### src/rtl/des_round_key_sequencer.sv
// rtl/des_round_key_sequencer.sv - DES round-key store that streams K1..K16 or K16..K1 to the round engine
module des_round_key_sequencer #(
    parameter int KEY_W  = 48,
    parameter int ROUNDS = 16,
    parameter int IDX_W  = 4
) (
    input  logic                    clk,
    input  logic                    rst_n,
    input  logic                    keyValid,
    input  logic [KEY_W*ROUNDS-1:0] keyBundle,
    output logic                    keyReady,
    input  logic                    startValid,
    input  logic                    decrypt,
    output logic                    startReady,
    output logic [KEY_W-1:0]        roundKey,
    output logic                    roundKeyValid,
    output logic [IDX_W-1:0]        roundIdx,
    output logic                    lastRound,
    input  logic                    roundAck,
    output logic                    streamDone,
    output logic                    keyLoaded
);

    typedef enum logic [1:0] {ST_EMPTY, ST_LOADED, ST_STREAM} state_t;

    localparam logic [IDX_W-1:0] LAST_IDX = IDX_W'(ROUNDS - 1);

    state_t           state_q, state_d;
    logic [KEY_W-1:0] store_q [ROUNDS];
    logic [KEY_W-1:0] store_d [ROUNDS];
    logic [KEY_W-1:0] round_key_q, round_key_d;
    logic [IDX_W-1:0] idx_q, idx_d;
    logic             valid_q, valid_d;
    logic             decrypt_q, decrypt_d;
    logic             done_q, done_d;
    logic             loaded_q, loaded_d;

    logic             key_accept;
    logic             start_accept;
    logic             round_step;
    logic [IDX_W-1:0] next_idx;
    logic [IDX_W-1:0] fetch_idx;

    assign keyReady     = (state_q != ST_STREAM);
    // A simultaneous key offer wins over start so a stream never begins on a stale set.
    assign startReady   = (state_q == ST_LOADED) & ~keyValid;
    assign key_accept   = keyValid & keyReady;
    assign start_accept = startValid & startReady;
    assign round_step   = valid_q & roundAck;

    always_comb begin
        state_d     = state_q;
        store_d     = store_q;
        round_key_d = round_key_q;
        idx_d       = idx_q;
        valid_d     = valid_q;
        decrypt_d   = decrypt_q;
        loaded_d    = loaded_q;
        done_d      = 1'b0;
        next_idx    = idx_q + IDX_W'(1);
        fetch_idx   = '0;

        if (key_accept) begin
            for (int i = 0; i < ROUNDS; i++) begin
                store_d[i] = keyBundle[(ROUNDS-1-i)*KEY_W +: KEY_W];
            end
            loaded_d = 1'b1;
            state_d  = ST_LOADED;
        end else if (start_accept) begin
            decrypt_d   = decrypt;
            idx_d       = '0;
            fetch_idx   = decrypt ? LAST_IDX : '0;
            round_key_d = store_q[fetch_idx];
            valid_d     = 1'b1;
            state_d     = ST_STREAM;
        end else if (round_step) begin
            if (idx_q == LAST_IDX) begin
                valid_d = 1'b0;
                done_d  = 1'b1;
                state_d = ST_LOADED;
            end else begin
                idx_d       = next_idx;
                fetch_idx   = decrypt_q ? (LAST_IDX - next_idx) : next_idx;
                round_key_d = store_q[fetch_idx];
            end
        end
    end

    always_ff @(posedge clk) begin
        if (!rst_n) begin
            state_q     <= ST_EMPTY;
            for (int i = 0; i < ROUNDS; i++) begin
                store_q[i] <= '0;
            end
            round_key_q <= '0;
            idx_q       <= '0;
            valid_q     <= 1'b0;
            decrypt_q   <= 1'b0;
            done_q      <= 1'b0;
            loaded_q    <= 1'b0;
        end else begin
            state_q     <= state_d;
            store_q     <= store_d;
            round_key_q <= round_key_d;
            idx_q       <= idx_d;
            valid_q     <= valid_d;
            decrypt_q   <= decrypt_d;
            done_q      <= done_d;
            loaded_q    <= loaded_d;
        end
    end

    assign roundKey      = round_key_q;
    assign roundKeyValid = valid_q;
    assign roundIdx      = idx_q;
    assign lastRound     = valid_q & (idx_q == LAST_IDX);
    assign streamDone    = done_q;
    assign keyLoaded     = loaded_q;

endmodule

### config.mk
export PLATFORM = sky130hd
export DESIGN_NAME = des_round_key_sequencer
export DESIGN_NICKNAME = d
export VERILOG_FILES = /design/src/rtl/des_round_key_sequencer.sv
export SDC_FILE = /design/constraint.sdc
export NUM_CORES = 2
export LEC_CHECK = 0
export ABC_AREA = 1
export ABC_CLOCK_PERIOD_IN_PS = 5400
export CAP_MARGIN = 10
export CORE_AREA = 4 4 325 327
export CTS_BUF_LIST = sky130_fd_sc_hd__clkbuf_4
export DETAILED_ROUTE_END_ITERATION = 12
export DIE_AREA = 0 0 329 331
export GPL_ROUTABILITY_DRIVEN = 0
export PLACE_DENSITY = 0.57
export SYNTH_ARGS = -nofsm -noshare
export SYNTH_HDL_FRONTEND = slang
export SYNTH_SLANG_ARGS = --single-unit
### constraint.sdc
create_clock -name clk -period 5.4 [get_ports clk]
set_input_delay 1.08 -clock clk [delete_from_list [all_inputs] [get_ports clk]]
set_output_delay 1.08 -clock clk [all_outputs]
set_load 0.01 [all_outputs]
## Yosys cells after proc, flatten, opt, wreduce, memory -nomap -nowiden

Cells that the tools add are included.

| storage, ports and cells | value |
|---|---|
| word-level logic and storage cells | 76 |
| flip-flop bits (word level) | 826 |
| output and inout port bits | 58 |
| bits of input ports | 774 |

| operators by class | value |
|---|---|
| equal/unequal tests | 4 |
| $add $sub $neg | 2 |
| reduce and logical (&&, ||, !) cells | 11 |
| magnitude comparators | 2 |
| muxes and demuxes | 22 |
| bitwise operators | 11 |

Operator list:

| cell | count |
|---|---|
| binary-select mux 48 bit (select 4 bit) | 2 |
| 2-to-1 mux 48 bit | 7 |
| 2-to-1 mux 4 bit | 5 |
| >= comparator 5 bit (second input constant) | 2 |
| NOT 4 -> 5 bit | 2 |
| 2-to-1 mux 2 bit | 3 |
| AND reduction 2 bit | 3 |
| AND reduction 3 bit | 2 |
| nonzero test 3 bit | 2 |
| bitwise AND 1 bit | 5 |
| 2-to-1 mux 1 bit | 5 |
| adder 4 x 1 -> 4 bit (second input constant) | 1 |
| equality test 4 bit (second input constant) | 1 |
| inequality test 2 bit (second input constant) | 2 |
| NOT 1 bit | 4 |
| nonzero test 2 bit | 2 |
| OR reduction 4 bit | 1 |
| subtractor 4 bit (first input constant) | 1 |
| equality test 2 x 1 -> 1 bit (second input constant) | 1 |
| OR reduction 2 bit | 1 |

## Logic depth before layout (Yosys ltp)

| logic depth | value |
|---|---|
| depth after elaboration | 10 |
| gate-level depth with buffers | 14 |
| gate-level depth less buffers | 12 |

## Worst setup path after synthesis

Ideal clock, no wire load.

| timing | value |
|---|---|
| path kind | input-to-output |
| start point | input keyValid |
| end point | output startReady |
| data required time | 4.320 ns |
| cell stages on the path | 1 |
| buffers on the path | 0 |
| data arrival time | 1.416 ns |
| slack | 2.904 ns |
| cell sequence | nor3_1 |

| between the ends | value |
|---|---|
| longest elaborated chain between the ends | 2 |

Ends and longest elaborated chain:

| element | line | source |
|---|---|---|
| start: declaration | 9 | `input logic keyValid,` |
| NOT 1 bit | 46 | `assign startReady = (state_q == ST_LOADED) & ~keyValid;` |
| bitwise AND 1 bit | 46 |  |
| end: declaration | 14 | `output logic startReady,` |

No other way between the ends.

## Worst setup path after layout

| timing | value |
|---|---|
| start point | register idx_q[0] (netlist: roundIdx[0]) |
| end point | output lastRound |

| between the ends | value |
|---|---|
| longest elaborated chain between the ends | 2 |

Ends and longest elaborated chain:

| element | line | source |
|---|---|---|
| start: declaration | 32 | `logic [IDX_W-1:0] idx_q, idx_d;` |
| start signal: assignment | 105 | `idx_q <= idx_d;` |
| equality test 4 bit | 116 | `assign lastRound = valid_q & (idx_q == LAST_IDX);` |
| bitwise AND 1 bit | 116 |  |
| end: declaration | 18 | `output logic lastRound,` |

No other way between the ends.

==> impl_metrics.sql <==
INSERT INTO impl_metrics (metric_group, metric, value, unit) VALUES
('sta', 'finalWorstSetupSlack', '1.41', 'ns'),
('cts', 'cts_tree', 'built', ''),
('global_routing', 'total_overflow_reported_by_the_global_router', '0', ''),
('cts', 'path_clk_slew', '0.06', 'ns'),
('setup_path', 'crit_path_top_delay_cell', 'sky130_fd_sc_hd__clkdlybuf4s50_1', ''),
('sta', 'setup_viol_count_final', '0', ''),
('die', 'die_height', '331', 'um'),
('die', 'die_area', '0.109', 'mm2'),
('sta', 'rsz0062_at_grt', 'false', ''),
('sta', 'max_slew.worst_pin.slew', '1.06', 'ns'),
('final_layout', 'flow.area_growth_from_synthesis', '31.5', '%'),
('detailed_routing', 'totalWireLength', '170000', 'um'),
('global_routing', 'track_usage', '29.5', '%'),
('hold_path', 'hold_path.class', 'reg -> reg', ''),
('global_routing', 'wire_length_of_the_first_global_routing_pass', '238000', 'um'),
('die', 'top_level_ports', '832', ''),
('sta', 'hold-worst-slack', '0.451', 'ns'),
('cts', 'numCtsBuffers', '225', ''),
('setup_path', 'cp-startpoint', 'roundIdx[0]', ''),
('synthesis', 'ys_async_sr_fraction', '0', '%'),
('cts', 'number_of_levels_in_the_clock_h_tree', '4', ''),
('cts', 'ctsHoldBuffers', '0', ''),
('pwr', 'power_leakage', '20.3', 'nW'),
('pwr', 'pwr-share-comb', '19.7', '%'),
('die', 'fp.dieW', '329', 'um'),
('final_layout', 'finish.net_count', '6757', ''),
('detailed_routing', 'detailedRoute.firstIterationViolations', '4012', ''),
('detailed_routing', 'ant_nets', '0', ''),
('synthesis', 'unique_masters_post_synth', '24', ''),
('final_layout', 'finish.cell_count_without_fillers', '7556', ''),
('sta', 'finalMaxSlewViolations', '0', ''),
('setup_path', 'worstPathRequired', '4.32', 'ns'),
('cts', 'clk_path_buf_depth', '3', ''),
('detailed_routing', 'drt_pass1_iterations', '6', ''),
('die', 'core_region_area', '0.103', 'mm2'),
('setup_path', 'crit_arrival', '2.91', 'ns'),
('synthesis', 'synth_cells', '5329', ''),
('final_layout', 'utilization', '47.3', '%'),
('cts', 'cts_root_buf', 'sky130_fd_sc_hd__clkbuf_4', ''),
('placement', 'placedInstanceArea', '0.0456', 'mm2'),
('placement', 'port_buffer_count', '831', ''),
('sta', 'report.final.hold_viol_count', '0', ''),
('setup_path', 'cp_common_cell', 'sky130_fd_sc_hd__nor2_1', ''),
('detailed_routing', 'viasPerCell', '5.16', ''),
('pwr', 'power.share.switching', '30.9', '%'),
('pwr', 'power.sequential.fraction', '42.5', '%'),
('cts', 'cts_sinks', '826', ''),
('synthesis', 'ys.warnings.count', '0', ''),
('placement', 'post-place-ws', '1.38', 'ns'),
('setup_path', 'worst_setup_path_end_kind', 'output pin', ''),
('pwr', 'p_sw', '4.86', 'mW'),
('outcome', 'outcome', 'complete, no violations', ''),
('synthesis', 'synth_fp_nets', '6104', ''),
('cts', 'clk-insertion-delay-late', '1.12', 'ns'),
('detailed_routing', 'wl_per_cell', '22.5', 'um'),
('sta', 'final.setup_skew', '0.0700', 'ns'),
('setup_path', 'cp_cell_sequence', 'ha_1, nand2_1, nor2_1, inv_1, nor2_1, clkdlybuf4s50_1', ''),
('synthesis', 'synth_seq_area_share', '44.7', '%'),
('setup_path', 'r2r_start', 'roundIdx[0]', ''),
('synthesis', 'syn_area_per_cell', '6.95', 'um2'),
('synthesis', 'ff_latch_count_synth', '826', ''),
('setup_path', 'worst_path_largest_cell_delay', '0.63', 'ns'),
('sta', 'timing.final.crit_period', '3.99', 'ns'),
('cts', 'postCtsResizedCells', '0', ''),
('pwr', 'powerDensity', '323', 'mW/mm2'),
('pwr', 'finalPower', '15.7', 'mW'),
('final_layout', 'layout-drive-gt1-share', '7.13', '%'),
('final_layout', 'postLayoutCellArea', '0.0487', 'mm2'),
('hold_path', 'min-delay-start', 'store_q[299]', ''),
('setup_path', 'critPathMaxFanout', '6', ''),
('setup_path', 'start_kind', 'flop', '');
==> cell usage after synthesis (all sizes together) (2+ instances only) <==
cell	count	area (um2)
buf	168	1010
a211oi	2	15.0
o211ai	95	713
nor2	192	721
dfxtp	826	16500
inv	689	2590
nand2	839	3160
xor2	2	17.5
nand3	589	2950
a21oi	776	3890
clkbuf	280	1050
o21ai	866	4330
==> power groups by stage <==
stage	Sequential [mW]	Combinational (mW)	Clock, mW
CTS	6.69	3.10	6.09
global route	6.73	3.38	6.41
detailed placement	6.82	3.08	0
finish	6.69	3.11	5.94
floorplan	6.79	1.61	0
global placement	6.81	3.06	0
==> worst max-delay path, delay by kind of cell (launching register included) <==
family        cells  cell delay (ns)
simple gates      3             0.43
buf+inv           2             0.72
fa+ha+maj         1             0.21
flops             1             0.47
==> cell type report <==
cell class	instances	area, um2
Multi-Input combinational cell	3366	15900
Tap cell	1380	1730
Sequential cell	826	16500
Fill cell	10700	54200
Antenna cell	21	52.6
Inverter	689	2600
Clock inverter	38	277
Clock buffer	362	2720
Timing Repair Buffer	874	8870
==> state kept, by name (all words and copies together) (netlist names) <==
register / cells
decrypt_q: 1
keyLoaded: 1
roundIdx: 4
roundKey: 48
roundKeyValid: 1
state_q: 2
store_q: 768
streamDone: 1
==> cells by family (layout without fill, tap and decap cells) <==
| logic type | Yosys count | after routing | synth area share [%] |
|---|---|---|---|
| other | 0 | 21 | 0 |
| XOR/XNOR | 2 | 2 | 0.0473 |
| buffers and inverters | 1137 | 1963 | 12.5 |
| flip-flops | 826 | 826 | 44.7 |
| adder cells (fa/ha/maj) | 1 | 1 | 0.0338 |
| AO/OA/AOI/OAI | 1741 | 1741 | 24.2 |
| AND/OR/NAND/NOR | 1622 | 1622 | 18.5 |
==> placed cells by master, fill, tap and decap left out, types with 3 or more instances in the layout <==
| cell type | instances |
|---|---|
| sky130_fd_sc_hd__o21ai_0 | 866 |
| sky130_fd_sc_hd__nand2_1 | 830 |
| sky130_fd_sc_hd__clkdlybuf4s50_1 | 829 |
| sky130_fd_sc_hd__dfxtp_1 | 826 |
| sky130_fd_sc_hd__a21oi_1 | 775 |
| sky130_fd_sc_hd__inv_1 | 683 |
| sky130_fd_sc_hd__nand3_1 | 589 |
| sky130_fd_sc_hd__clkbuf_4 | 362 |
| sky130_fd_sc_hd__nor2_1 | 192 |
| sky130_fd_sc_hd__o211ai_1 | 95 |
| sky130_fd_sc_hd__buf_4 | 26 |
| sky130_fd_sc_hd__clkinv_1 | 22 |
| sky130_fd_sc_hd__diode_2 | 21 |
| sky130_fd_sc_hd__buf_12 | 18 |
| sky130_fd_sc_hd__inv_2 | 6 |
| sky130_fd_sc_hd__nand2_2 | 4 |
| sky130_fd_sc_hd__bufinv_16 | 4 |
| sky130_fd_sc_hd__clkinv_2 | 4 |
| sky130_fd_sc_hd__nand2_4 | 3 |
==> path summary, 6_finish.rpt <==
kind	end	slack (ns)	cells past startpoint
max reg2reg	roundKey[22]	1.76	13
min reg2reg	store_q[299]	0.45	2
min	store_q[299]	0.45	2
max	lastRound	1.41	6
==> layer usage <==
metal | track usage [%] | vias up | share of wire (%)
met1 | 38.8 | 18100 | 42
met4 | 14.4 | 16 | 4.5
met5 | 0 | - | 0.064
met3 | 6.62 | 261 | 8.5
li1 | - | 18900 | -
met2 | 45.8 | 1706 | 45
Note: power is estimated with default switching activity, not from simulation.
